===== config.mk =====
export PLATFORM = sky130hd
export DESIGN_NAME = dram_arbiter
export DESIGN_NICKNAME = d
export VERILOG_FILES = /design/src/rtl/dm_dram_pkg.sv /design/src/rtl/dram_port_rsp.sv /design/src/rtl/dram_arbiter.sv
export SDC_FILE = /design/constraint.sdc
export NUM_CORES = 1
export LEC_CHECK = 0
export BUFFER_PORTS_ARGS = -buffer_cell sky130_fd_sc_hd__buf_2
export CAP_MARGIN = 15
export CORE_ASPECT_RATIO = 1.25
export CORE_MARGIN = 10
export CORE_UTILIZATION = 46
export CTS_CLUSTER_SIZE = 12
export DETAILED_ROUTE_END_ITERATION = 10
export GPL_TIMING_DRIVEN = 0
export PLACE_DENSITY = 0.86
export SLEW_MARGIN = 10
export SYNTH_ARGS = -nofsm -noshare
export SYNTH_HDL_FRONTEND = slang
export SYNTH_HIERARCHICAL = 1
export SYNTH_SLANG_ARGS = --single-unit

===== constraint.sdc =====
create_clock -name clk -period 4.35 [get_ports clk]
set_clock_uncertainty 0.2 [all_clocks]
set_input_delay 0.87 -clock clk [delete_from_list [all_inputs] [get_ports clk]]
set_output_delay 0.87 -clock clk [all_outputs]
set_load 0.02 [all_outputs]

===== src/rtl/dm_dram_pkg.sv =====
// rtl/dm_dram_pkg.sv - shared types and constants for the Debug RAM arbiter
// Contents: DRAM geometry constants, port identifier enum, request payload struct.
package dm_dram_pkg;

    localparam int DRAM_AWIDTH    = 3;
    localparam int DRAM_NB_COL    = 4;
    localparam int DRAM_COL_WIDTH = 8;
    localparam int DRAM_DW        = DRAM_NB_COL * DRAM_COL_WIDTH;

    typedef enum logic {
        DRAM_PORT_DMI  = 1'b0,
        DRAM_PORT_CORE = 1'b1
    } dram_port_e;

    typedef struct packed {
        logic                      we;
        logic [DRAM_NB_COL-1:0]    be;
        logic [DRAM_AWIDTH-1:0]    addr;
        logic [DRAM_DW-1:0]        wdata;
    } dram_req_t;

endpackage


===== src/rtl/dram_port_rsp.sv =====
// rtl/dram_port_rsp.sv - per-port response strobe and read-data capture register
// Ports:
//   clk, rst_n   clock, asynchronous active-low reset
//   i_gnt        port granted this cycle (already gated by reset)
//   i_we         granted access is a write
//   i_ram_dout   asynchronous RAM read data
//   o_rvalid     one-cycle strobe in the cycle after any grant
//   o_rdata      read data captured at the end of a read grant; held otherwise
module dram_port_rsp #(
    parameter int DW = 32
) (
    input  logic          clk,
    input  logic          rst_n,
    input  logic          i_gnt,
    input  logic          i_we,
    input  logic [DW-1:0] i_ram_dout,
    output logic          o_rvalid,
    output logic [DW-1:0] o_rdata
);

    logic          r_rvalid;
    logic [DW-1:0] r_rdata;

    always_ff @(posedge clk or negedge rst_n) begin
        if (!rst_n) begin
            r_rvalid <= 1'b0;
            r_rdata  <= '0;
        end else begin
            r_rvalid <= i_gnt;
            // Writes return a strobe only; the last read value is kept.
            if (i_gnt && !i_we) begin
                r_rdata <= i_ram_dout;
            end
        end
    end

    assign o_rvalid = r_rvalid;
    assign o_rdata  = r_rdata;

endmodule


===== src/rtl/dram_arbiter.sv =====
// rtl/dram_arbiter.sv - round-robin two-port arbiter onto the single-port Debug RAM
// Ports:
//   clk, rst_n                    clock, asynchronous active-low reset
//   dmi_*  / core_*               request/grant/response channel per requester
//   ram_en, ram_we, ram_addr,
//   ram_din, ram_dout             byte-write single-port RAM access port
module dram_arbiter
    import dm_dram_pkg::*;
#(
    parameter int AWIDTH    = DRAM_AWIDTH,
    parameter int NB_COL    = DRAM_NB_COL,
    parameter int COL_WIDTH = DRAM_COL_WIDTH,
    parameter int DW        = NB_COL * COL_WIDTH
) (
    input  logic              clk,
    input  logic              rst_n,

    input  logic              dmi_req,
    input  logic              dmi_we,
    input  logic [NB_COL-1:0] dmi_be,
    input  logic [AWIDTH-1:0] dmi_addr,
    input  logic [DW-1:0]     dmi_wdata,
    output logic              dmi_gnt,
    output logic              dmi_rvalid,
    output logic [DW-1:0]     dmi_rdata,

    input  logic              core_req,
    input  logic              core_we,
    input  logic [NB_COL-1:0] core_be,
    input  logic [AWIDTH-1:0] core_addr,
    input  logic [DW-1:0]     core_wdata,
    output logic              core_gnt,
    output logic              core_rvalid,
    output logic [DW-1:0]     core_rdata,

    output logic              ram_en,
    output logic [NB_COL-1:0] ram_we,
    output logic [AWIDTH-1:0] ram_addr,
    output logic [DW-1:0]     ram_din,
    input  logic [DW-1:0]     ram_dout
);

    dram_port_e r_last;
    dram_req_t  w_dmi_req;
    dram_req_t  w_core_req;
    dram_req_t  w_sel;
    logic       w_dmi_gnt;
    logic       w_core_gnt;
    logic       w_any_gnt;

    assign w_dmi_req  = '{we: dmi_we,  be: dmi_be,  addr: dmi_addr,  wdata: dmi_wdata};
    assign w_core_req = '{we: core_we, be: core_be, addr: core_addr, wdata: core_wdata};

    // Conflict goes to the port that was not granted last. Everything is
    // gated by rst_n so the RAM cannot be written while reset is asserted.
    always_comb begin
        w_dmi_gnt  = 1'b0;
        w_core_gnt = 1'b0;
        if (rst_n) begin
            if (dmi_req && core_req) begin
                if (r_last == DRAM_PORT_CORE) begin
                    w_dmi_gnt = 1'b1;
                end else begin
                    w_core_gnt = 1'b1;
                end
            end else begin
                w_dmi_gnt  = dmi_req;
                w_core_gnt = core_req;
            end
        end
    end

    assign w_any_gnt = w_dmi_gnt | w_core_gnt;
    assign w_sel     = w_core_gnt ? w_core_req : w_dmi_req;

    always_ff @(posedge clk or negedge rst_n) begin
        if (!rst_n) begin
            r_last <= DRAM_PORT_CORE;
        end else if (w_dmi_gnt) begin
            r_last <= DRAM_PORT_DMI;
        end else if (w_core_gnt) begin
            r_last <= DRAM_PORT_CORE;
        end
    end

    assign dmi_gnt  = w_dmi_gnt;
    assign core_gnt = w_core_gnt;
    assign ram_en   = w_any_gnt;
    assign ram_we   = {NB_COL{w_any_gnt & w_sel.we}} & w_sel.be;
    assign ram_addr = w_sel.addr;
    assign ram_din  = w_sel.wdata;

    dram_port_rsp #(.DW(DW)) u_dmi_rsp (
        .clk        (clk),
        .rst_n      (rst_n),
        .i_gnt      (w_dmi_gnt),
        .i_we       (dmi_we),
        .i_ram_dout (ram_dout),
        .o_rvalid   (dmi_rvalid),
        .o_rdata    (dmi_rdata)
    );

    dram_port_rsp #(.DW(DW)) u_core_rsp (
        .clk        (clk),
        .rst_n      (rst_n),
        .i_gnt      (w_core_gnt),
        .i_we       (core_we),
        .i_ram_dout (ram_dout),
        .o_rvalid   (core_rvalid),
        .o_rdata    (core_rdata)
    );

endmodule


Yosys cells after proc, flatten, opt, wreduce, memory -nomap -nowiden
Index checks and enable logic that the tools add are counted.
Cells by class
  muxes and demuxes: 9
  bitwise operators: 3
  reduce and logical (&&, ||, !) cells: 6
Operators with widths (count)
  40-bit 2-to-1 mux: 1
  1-bit 2-to-1 mux: 8
  4-bit AND: 1
  1-bit logical AND: 3
  1-bit zero test: 2
  2-bit nonzero test: 1
  1-bit AND: 1
  1-bit bitwise OR: 1
Storage, ports and cells
  bits in registers: 67
  input bits: 116
  output and inout bits: 108
  word-level logic and storage cells: 23

Longest topological paths before layout
Gate-level depths: netlist of the first run.
  depth in word-level cells: 6
  depth in mapped cells: 8

Cells and area by module
The synthesis of the first run kept the hierarchy.
By module, submodules not included
  dram_port_rsp: times used 2, cells each 70, area each 1383.8 um^2, seq. area each 825.8 um^2
  dram_arbiter: times used 1, cells each 68, area each 737.0 um^2, seq. area each 26.3 um^2

Worst setup path after synthesis of the first run
Ideal clock, no wire load.
  path type: input to output
  start point: input port core_req
  end point: output port ram_we[0]
  arrival time: 1807 ps
  required time: 3280 ps
  path slack: 1473 ps
  cell stages on the path: 4
  path buffers: 1
  cells stage by stage: buf_2 and2_0 a32oi_1 a211oi_1
On the way
  word-level cells in the longest chain between the ends: 6
RTL lines
  start, declared: line dram_arbiter.sv:27  | input logic core_req,
  1-bit logical AND: line dram_arbiter.sv:60  | if (dmi_req && core_req) begin
  1-bit 2-to-1 mux: line dram_arbiter.sv:60
  1-bit 2-to-1 mux: line dram_arbiter.sv:59  | if (rst_n) begin
  1-bit bitwise OR or 40-bit 2-to-1 mux (tied branches): line dram_arbiter.sv:73, dram_arbiter.sv:74
  1-bit AND: line dram_arbiter.sv:89  | assign ram_we = {NB_COL{w_any_gnt & w_sel.we}} & w_sel.be;
  4-bit AND (*): line dram_arbiter.sv:89
  end, declared: line dram_arbiter.sv:37  | output logic [NB_COL-1:0] ram_we,
Mark *: on every way between the ends. The rest lies on a longest branch, timed or not.

Worst setup path after layout of the first run
  start point: input port rst_n
  end point: output port ram_din[6]
On the way
  word-level cells in the longest chain between the ends: 2
RTL lines
  start, declared: line dram_arbiter.sv:16  | input logic rst_n,
  1-bit 2-to-1 mux: line dram_arbiter.sv:59
  40-bit 2-to-1 mux: line dram_arbiter.sv:74  | assign w_sel = w_core_gnt ? w_core_req : w_dmi_req;
  end, declared: line dram_arbiter.sv:39  | output logic [DW-1:0] ram_din,
Every way passes these cells.

==> results of run 1 <==
-- placed cells by master, fill, tap and decap left out --
cell	n
nor2_1	2
clkinvlp_4	2
and2_1	1
and2_0	1
inv_6	1
clkbuf_8	9
dfrtp_1	66
nand2_1	3
mux2_4	89
inv_1	2
a211oi_1	4
diode_2	1
mux2_2	10
nand2_2	1
dfstp_2	1
bufinv_16	2
buf_6	5
buf_12	6
nand2b_1	1
nand3_4	1
buf_2	223
nand4_1	4
nor2b_1	1
a32oi_1	1
buf_4	1
o21ai_0	5
nor2b_4	2
clkbuf_1	1
clkinv_2	1
-- through the flow --
step           hold WS [ps]  util, %  cells
2_1_floorplan         279.6        -    208
3_3_place_gp          286.7    63.92    522
3_5_place_dp          286.0    63.96    522
4_1_cts               307.0    66.88    538
5_1_grt               317.4    66.88    538
6_report              303.6    66.91    539
-- layout make-up --
| type | count | share of cell area (%) |
|---|---|---|
| Inverter | 2 | 0.1516 |
| Sequential cell | 67 | 33.88 |
| Buffer | 13 | 3.765 |
| Tap cell | 92 | 2.324 |
| Clock inverter | 6 | 1.794 |
| Multi-Input combinational cell | 126 | 32.97 |
| Clock buffer | 10 | 2.577 |
| Antenna cell | 1 | 0.05053 |
| Timing Repair Buffer | 222 | 22.49 |
-- worst max path at each step --
stage,to,slack [ps],cells after the start
floorplan,ram_we[0],1470,4
global placement,ram_din[9],50,6
detailed placement,ram_din[9],490,6
CTS,ram_din[9],480,6
global route,ram_din[9],340,6
finish,ram_din[6],540,6
-- power by group through the flow --
stage	Sequential (uW)	Clock, uW	Combinational (uW)
final	871	561	874
after global routing	888	612	926
after CTS	871	575	888
after detailed placement	879	0	877
after global placement	861	0	860
after floorplan	1060	0	361
-- cell families (layout without fill, tap and decap cells) --
kind of cell	Yosys count	in the layout	share of synthesized area, %
AOI/OAI and AO/OA	10	10	1.821
buffers and inverters	15	253	5.534
DFF	67	67	47.88
muxes	99	99	41.34
other	0	1	0
and+or+nand+nor	17	17	3.428
-- state kept, by name, indices dropped and copies added (netlist names) --
signal and cells:
u_dmi_rsp/o_rdata 32, r_last 1, u_dmi_rsp/o_rvalid 1, u_core_rsp/o_rvalid 1
u_core_rsp/o_rdata 32
-- metal layers --
| metal | routed length [um] | global-route usage, % |
|---|---|---|
| met2 | 5853 | 32.98 |
| met1 | 3994 | 20.28 |
| met3 | 1422 | 9.454 |
| met5 | 0 | 0 |
| met4 | 106 | 4.918 |
==> results_dict.tcl, run 1 <==
set metrics [dict create \
    status "completed" \
    start_util_pct 47.35 \
    wl_per_cell_um 21.11 \
    cts_tree "yes" \
    power.share.clock_pct 24.3 \
    grtUsageTotal_pct 19.20 \
    globalplace.congestion 0.7944 \
    multiInputGateArea_mm2 0.001633 \
    worstReg2RegStart "r_last" \
    fin_ws_ps 536.6 \
    placed_cell_area_mm2 0.004733 \
    maxSlewViolCount 0 \
    synth_area_leaders "dfrtp_1 47%, mux2_4 38%, buf_12 3.4%, mux2_2 3.2%, buf_6 1.6%" \
    worstSetupStartpoint "rst_n" \
    yosys_warnings 6 \
    setup_viol 0 \
    ctsLongestPathBuffers 2 \
    worstReg2RegEnd "u_core_rsp/o_rdata[24]" \
    cap_violations 0 \
    grt_max_degree 69 \
    cts_max_level 3 \
    synth_ff_type "dfrtp_1" \
    synth-seq-cells 67 \
    via_per_inst 5.009 \
    fin_crit_ps 3813 \
    ios 224 \
    grt_pass1_wl_mm 17.77 \
    ff_latch_area_mm2 0.001678 \
    yosysTopAreaCell "dfrtp_1" \
    p_comb_share_pct 37.9 \
    switching_share_pct 34.22 \
    slew-limit-headroom_pct 44.73 \
    r2r_cells 8 \
    fin_crit_sh_pct 87.66 \
    placementRows 35 \
    die_w_um 98.07 \
    synth_common_cells "89 x mux2_4, 66 x dfrtp_1, 10 x mux2_2" \
    required_ps 3280 \
    finalPower_uw 2306 \
    antenna_left 0 \
    slowest_stage "buf_4" \
    ctsHoldBuffers 0 \
    whs_endpoint "u_core_rsp/o_rdata[22]" \
    cts_resized 0 \
    synth_area_per_cell_um2 16.85 \
    synth_nets 324 \
    grt_overflow 0 \
    syn_area_mm2 0.003505 \
    peakVddDrop_mv 0.3524 \
    final_area_mm2 0.004952 \
    worstHoldStart "u_core_rsp/o_rdata[22]" \
    startpoint_type "primary input" \
    postCtsSetupRepairBufs 0 \
    fillers 531 \
    place_hpwl_mm 9.204 \
    slowest_delay_ps 630 \
    antenna_found_initial 0 \
    drt-pass1-iter-count 4 \
    arrival_ps 2740 \
    ff2ff_setup_slack_ps 2170 \
    dieArea_mm2 0.01153 \
    cp_top_family "buffers and inverters" \
    crit_chain "buf_4 -> buf_2 -> nand3_4 -> buf_6 -> mux2_4 -> buf_2" \
    critical_path_buf_inv_count 4 \
    nets 557 \
    rsz0062_at_grt "no" \
    grt_pass1_vias 3139 \
    cts.sinks 67 \
    crit_path_frequent_cell "buf_2" \
    cts_root_buffer "clkbuf_8" \
    syn_inst 208 \
    wl_mm 11.38 \
    dp_slack_ps 490.7 \
    yosysSeqAreaShare_pct 47.88 \
    synth_top_area_share_pct 47.13 \
    powerDensity_mw_per_mm2 465.5 \
    core_mm2 0.007401 \
    first_iter_violations 93 \
    p_sw_uw 788.8 \
    vias 2700 \
    timing.final.hold_violations 0 \
    tns_ps 0 \
    insertion_delay_ps 330 \
    cts_buffers 9 \
    synth_edf_count 0 \
    leakagePower_uw 0.002666 \
    synthArstFlopShare_pct 100.0 \
    synth.most_common_cell "mux2_4" \
    hold_path.class "reg -> reg" \
    drive_above_1_share_pct 79.37 \
    synth_cell_types 21 \
    internal_power_uw 1517 \
    die_h_um 117.6 \
    port-buffer-count 222 \
    crit_path_end_kind "primary output" \
    fmax_mhz 262.2 \
    tightest_slew_ps 829.1 \
    power.share.sequential_pct 37.8 \
    synthToLayoutAreaGrowth_pct 41.31 \
    hold_depth 1 \
    critical_path_peak_fanout 68 \
    drc_errors 0 \
    clk_pin_slew_worst_paths_ps 70 \
    critical_path_class "in -> out" \
]
Power figures use the tool's default switching activity.
==> run 2, diff against run 1 <==
- BUFFER_PORTS_ARGS: -buffer_cell sky130_fd_sc_hd__buf_2 -> -buffer_cell sky130_fd_sc_hd__buf_4
==> run 2 against run 1 <==
Against the previous run:
- fmax up 0.38%
- cell count fell by 0.19%
- cell area increased by 11%
- critical path type unchanged
- largest cell class is now non-clock buffers
==> results_dict.tcl, run 2 (synthesized netlist as in run 1, its figures left out) <==
set metrics [dict create \
    place_hpwl_mm 9.446 \
    antenna_found_initial 0 \
    dp_slack_ps 499.1 \
    powerDensity_mw_per_mm2 435.8 \
    placementRows 35 \
    leakagePower_uw 0.002843 \
    antennaDiodeCount 0 \
    hold_slack_ps 312.5 \
    ctsLongestPathBuffers 2 \
    core_mm2 0.007401 \
    dieArea_mm2 0.01153 \
    postCtsSetupRepairBufs 0 \
    cp_top_family "buffers and inverters" \
    clk_pin_slew_worst_paths_ps 70 \
    crit_path_end_kind "primary output" \
    grt_max_degree 69 \
    port-buffer-count 222 \
    antenna_left 0 \
    final_area_mm2 0.005488 \
    cts_buffers 9 \
    mostFrequentLayoutCell "buf_4" \
    ctsHoldBuffers 0 \
    slowest_stage "buf_4" \
    crit_chain "buf_4 -> buf_2 -> nand3_4 -> buf_6 -> mux2_4 -> buf_4" \
    via_per_inst 5.011 \
    fin_ws_ps 551.0 \
    cts.sinks 67 \
    nets 557 \
    cts_tree "yes" \
    maxSlewViolCount 0 \
    drt-pass1-iter-count 4 \
    rsz0062_at_grt "no" \
    vias 2696 \
    fin_crit_sh_pct 87.33 \
    globalplace.congestion 0.7656 \
    peakVddDrop_mv 0.3416 \
    ios 224 \
    fin_util_pct 74.15 \
    critical_path_peak_fanout 68 \
    grtUsageTotal_pct 19.03 \
    fillers 488 \
    drc_errors 0 \
    slowest_delay_ps 630 \
    placed_cell_area_mm2 0.005286 \
    first_iter_violations 120 \
    die_w_um 98.07 \
    status "completed" \
    fmax_mhz 263.2 \
    final_cell_mix "222 x buf_4, 89 x mux2_4, 66 x dfrtp_1" \
    fin_crit_ps 3799 \
    startpoint_type "primary input" \
    setup_viol 0 \
    cts_root_buffer "clkbuf_8" \
    cap_violations 0 \
    cts_max_level 3 \
    wl_mm 11.47 \
    critical_path_class "in -> out" \
    insertion_delay_ps 320 \
    critical_path_buf_inv_count 4 \
    tightest_slew_ps 821.5 \
    arrival_ps 2730 \
    timing.final.hold_violations 0 \
    crit_path_frequent_cell "buf_4" \
    synthToLayoutAreaGrowth_pct 56.59 \
    slew-limit-headroom_pct 45.23 \
    grt_pass1_wl_mm 17.67 \
    tns_ps 0 \
    die_h_um 117.6 \
    grt_pass1_vias 3123 \
    cts_resized 0 \
    wl_per_cell_um 21.33 \
    start_util_pct 47.35 \
    hold_path.class "reg -> reg" \
    drive_above_1_share_pct 79.60 \
    grt_overflow 0 \
    required_ps 3280 \
]
## run 2: metrics by stage
| stage | power, uW | std cells |
|---|---|---|
| 6_report | 2391 | 538 |
| 5_1_grt | 2506 | 538 |
| 4_1_cts | 2423 | 538 |
| 3_5_place_dp | 1895 | 522 |
| 3_3_place_gp | 1867 | 522 |
| 2_1_floorplan | 1419 | 208 |
## run 2: path summary, 6_finish.rpt
kind / startpoint / endpoint / slack (ps) / cells after the start
max: rst_n / ram_din[17] / 550 / 6
min: u_dmi_rsp/o_rdata[30] / u_dmi_rsp/o_rdata[30] / 310 / 1
min reg2reg: u_dmi_rsp/o_rdata[30] / u_dmi_rsp/o_rdata[30] / 310 / 1
min in group asynchronous: rst_n / u_dmi_rsp/o_rdata[11] / 440 / 1
max reg2reg: r_last / u_core_rsp/o_rdata[3] / 2160 / 8
max in group asynchronous: rst_n / u_dmi_rsp/o_rdata[28] / 2980 / 1
## run 2: layer usage
metal	wire length (um)	global-route usage, %
met1	4194	20.11
met3	1386	9.924
met2	5680	31.66
met4	212	6.284
met5	0	0
## run 2: power by group
| part | switching [uW] | internal [uW] | leakage, uW |
|---|---|---|---|
| registers | 99.8 | 778 | 0.000797 |
| logic | 457 | 544 | 0.00195 |
| clock network | 232 | 280 | 0.0000987 |
| total | 789 | 1600 | 0.00284 |
## run 2: final cells by class
class | count | area, um2 | share of cell area [%]
Timing Repair Buffer | 222 | 1667 | 30.37
Sequential cell | 67 | 1678 | 30.57
Multi-Input combinational cell | 126 | 1633 | 29.75
Tap cell | 92 | 115.1 | 2.098
Clock inverter | 6 | 63.81 | 1.163
Inverter | 2 | 7.507 | 0.1368
Clock buffer | 10 | 137.6 | 2.508
Buffer | 13 | 186.4 | 3.397
==> run 3, diff against run 2 <==
- CORE_ASPECT_RATIO: 1.25 -> 1.4
- MAX_ROUTING_LAYER: not set -> met4
==> run 3 against run 2 <==
Against the previous run:
- core utilization barely moved
- via count decreased by 0.56%
- clock power hardly changed
- largest power group unchanged
- critical endpoint is now ram_din[10]
==> results_dict.tcl, run 3 (synthesized netlist as in run 1, its figures left out) <==
set metrics [dict create \
    power.share.clock_pct 21.5 \
    arrival_ps 2720 \
    crit_chain "buf_4 -> buf_2 -> nand3_4 -> buf_6 -> mux2_4 -> buf_4" \
    rsz0062_at_grt "no" \
    grt_overflow 0 \
    placementRows 37 \
    cts.sinks 67 \
    drt-pass1-iter-count 4 \
    worstReg2RegEnd "u_core_rsp/o_rdata[20]" \
    fin_crit_sh_pct 87.02 \
    leakagePower_uw 0.002836 \
    antenna_found_initial 0 \
    crit_end "ram_din[10]" \
    critical_path_class "in -> out" \
    fillers 487 \
    use_met1_pct 21.14 \
    slowest_delay_ps 600 \
    dieArea_mm2 0.01156 \
    ios 224 \
    core_mm2 0.007407 \
    antenna_left 0 \
    fin_util_pct 74.14 \
    r2r_cells 8 \
    cap_violations 0 \
    internal_power_uw 1589 \
    port-buffer-count 222 \
    grt_pass1_vias 3061 \
    status "completed" \
    cp_top_family "buffers and inverters" \
    cts_root_buffer "clkbuf_8" \
    fin_crit_ps 3785 \
    first_iter_violations 92 \
    slowest_stage "buf_4" \
    hold_path.class "reg -> reg" \
    drc_errors 0 \
    required_ps 3280 \
    place_hpwl_mm 9.575 \
    grt_max_degree 69 \
    die_h_um 123.3 \
    antennaDiodeCount 0 \
    clk_pin_slew_worst_paths_ps 70 \
    use_met3_pct 7.580 \
    start_util_pct 47.31 \
    wl_per_cell_um 21.21 \
    tns_ps 0 \
    tightest_slew_ps 821.9 \
    worst-path-stages 6 \
    peakVddDrop_mv 0.2611 \
    setup_viol 0 \
    die_w_um 93.77 \
    cts_resized 0 \
    final_cell_mix "222 x buf_4, 89 x mux2_4, 66 x dfrtp_1" \
    worstReg2RegStart "r_last" \
    timing.final.hold_violations 0 \
    ctsLongestPathBuffers 2 \
    grt_pass1_wl_mm 17.02 \
    cts_max_level 3 \
    switching_share_pct 33.82 \
    via_per_inst 4.937 \
    ff2ff_setup_slack_ps 2160 \
    globalplace.congestion 0.7873 \
    p_comb_share_pct 41.9 \
    critical_path_peak_fanout 68 \
    nets 557 \
    cts_buffers 9 \
    critical_path_buf_inv_count 4 \
    crit_path_end_kind "primary output" \
    ctsHoldBuffers 0 \
    grt_use_met2_pct 33.45 \
    maxSlewViolCount 0 \
    grtUsageTotal_pct 19.85 \
    mostFrequentLayoutCell "buf_4" \
    crit_path_frequent_cell "buf_4" \
    powerDensity_mw_per_mm2 437.3 \
    startpoint_type "primary input" \
    synthToLayoutAreaGrowth_pct 56.69 \
    drive_above_1_share_pct 79.60 \
    power.share.sequential_pct 36.6 \
    cts_tree "yes" \
    slew-limit-headroom_pct 45.21 \
    fmax_mhz 264.2 \
    postCtsSetupRepairBufs 0 \
    grt.busiest_layer "met2" \
    wl_mm 11.52 \
    worstSetupStartpoint "rst_n" \
    insertion_delay_ps 340 \
    vias 2681 \
    p_sw_uw 812.0 \
]
[run 3: changes by cell type in the layout (fill, tap and decap cells not counted), sizes merged]
cell / previous run / this run
clkinv: 2 / 1
clkinvlp: 2 / 3
inv: 3 / 4
clkbuf: 10 / 9
[run 3: per-stage QoR]
| stage | hold slack, ps | setup WS, ps | power [uW] | std cells | cell area, um2 |
|---|---|---|---|---|---|
| after floorplan | 279.6 | 1473 | 1419 | 208 | 3505 |
| after global placement | 292.1 | 546.0 | 1865 | 527 | 5293 |
| after detailed placement | 294.9 | 530.2 | 1904 | 527 | 5293 |
| after CTS | 315.9 | 526.4 | 2433 | 543 | 5492 |
| after global routing | 327.0 | 415.0 | 2509 | 543 | 5492 |
| final | 313.8 | 564.7 | 2401 | 543 | 5492 |
[run 3: power groups by stage]
stage | registers (uW) | clock network (uW) | logic, uW
2_1_floorplan | 1060 | 0 | 361
3_3_place_gp | 874 | 0 | 990
3_5_place_dp | 888 | 0 | 1020
4_1_cts | 880 | 532 | 1020
5_1_grt | 897 | 553 | 1060
6_report | 879 | 515 | 1010
[run 3: cell type report]
class                   instances  area [um2]  share of cell area [%]
flip-flops and latches         67        1678                   30.55
inverters                       2       7.507                  0.1367
multi-input cells             126        1633                   29.73
clock inverters                 7       75.07                   1.367
clock buffers                   9       123.9                   2.256
repair buffers                222        1667                   30.35
well taps                      97       121.4                   2.210
plain buffers                  13       186.4                   3.395
[run 3: per-layer routing]
layer,wire [um],up-vias
li1,-,1214
met2,5909,170
met1,4480,1283
met3,943,14
met4,184,0
met5,0,-
[run 3: worst min-delay path by stage]
stage / from / end / slack [ps] / depth (start not counted)
2_1_floorplan: r_last / r_last / 280 / 2
3_3_place_gp: u_dmi_rsp/o_rdata[31] / u_dmi_rsp/o_rdata[31] / 290 / 1
3_5_place_dp: u_core_rsp/o_rdata[11] / u_core_rsp/o_rdata[11] / 290 / 1
4_1_cts: u_core_rsp/o_rdata[31] / u_core_rsp/o_rdata[31] / 320 / 1
5_1_grt: u_core_rsp/o_rdata[29] / u_core_rsp/o_rdata[29] / 330 / 1
6_report: u_core_rsp/o_rdata[31] / u_core_rsp/o_rdata[31] / 310 / 1
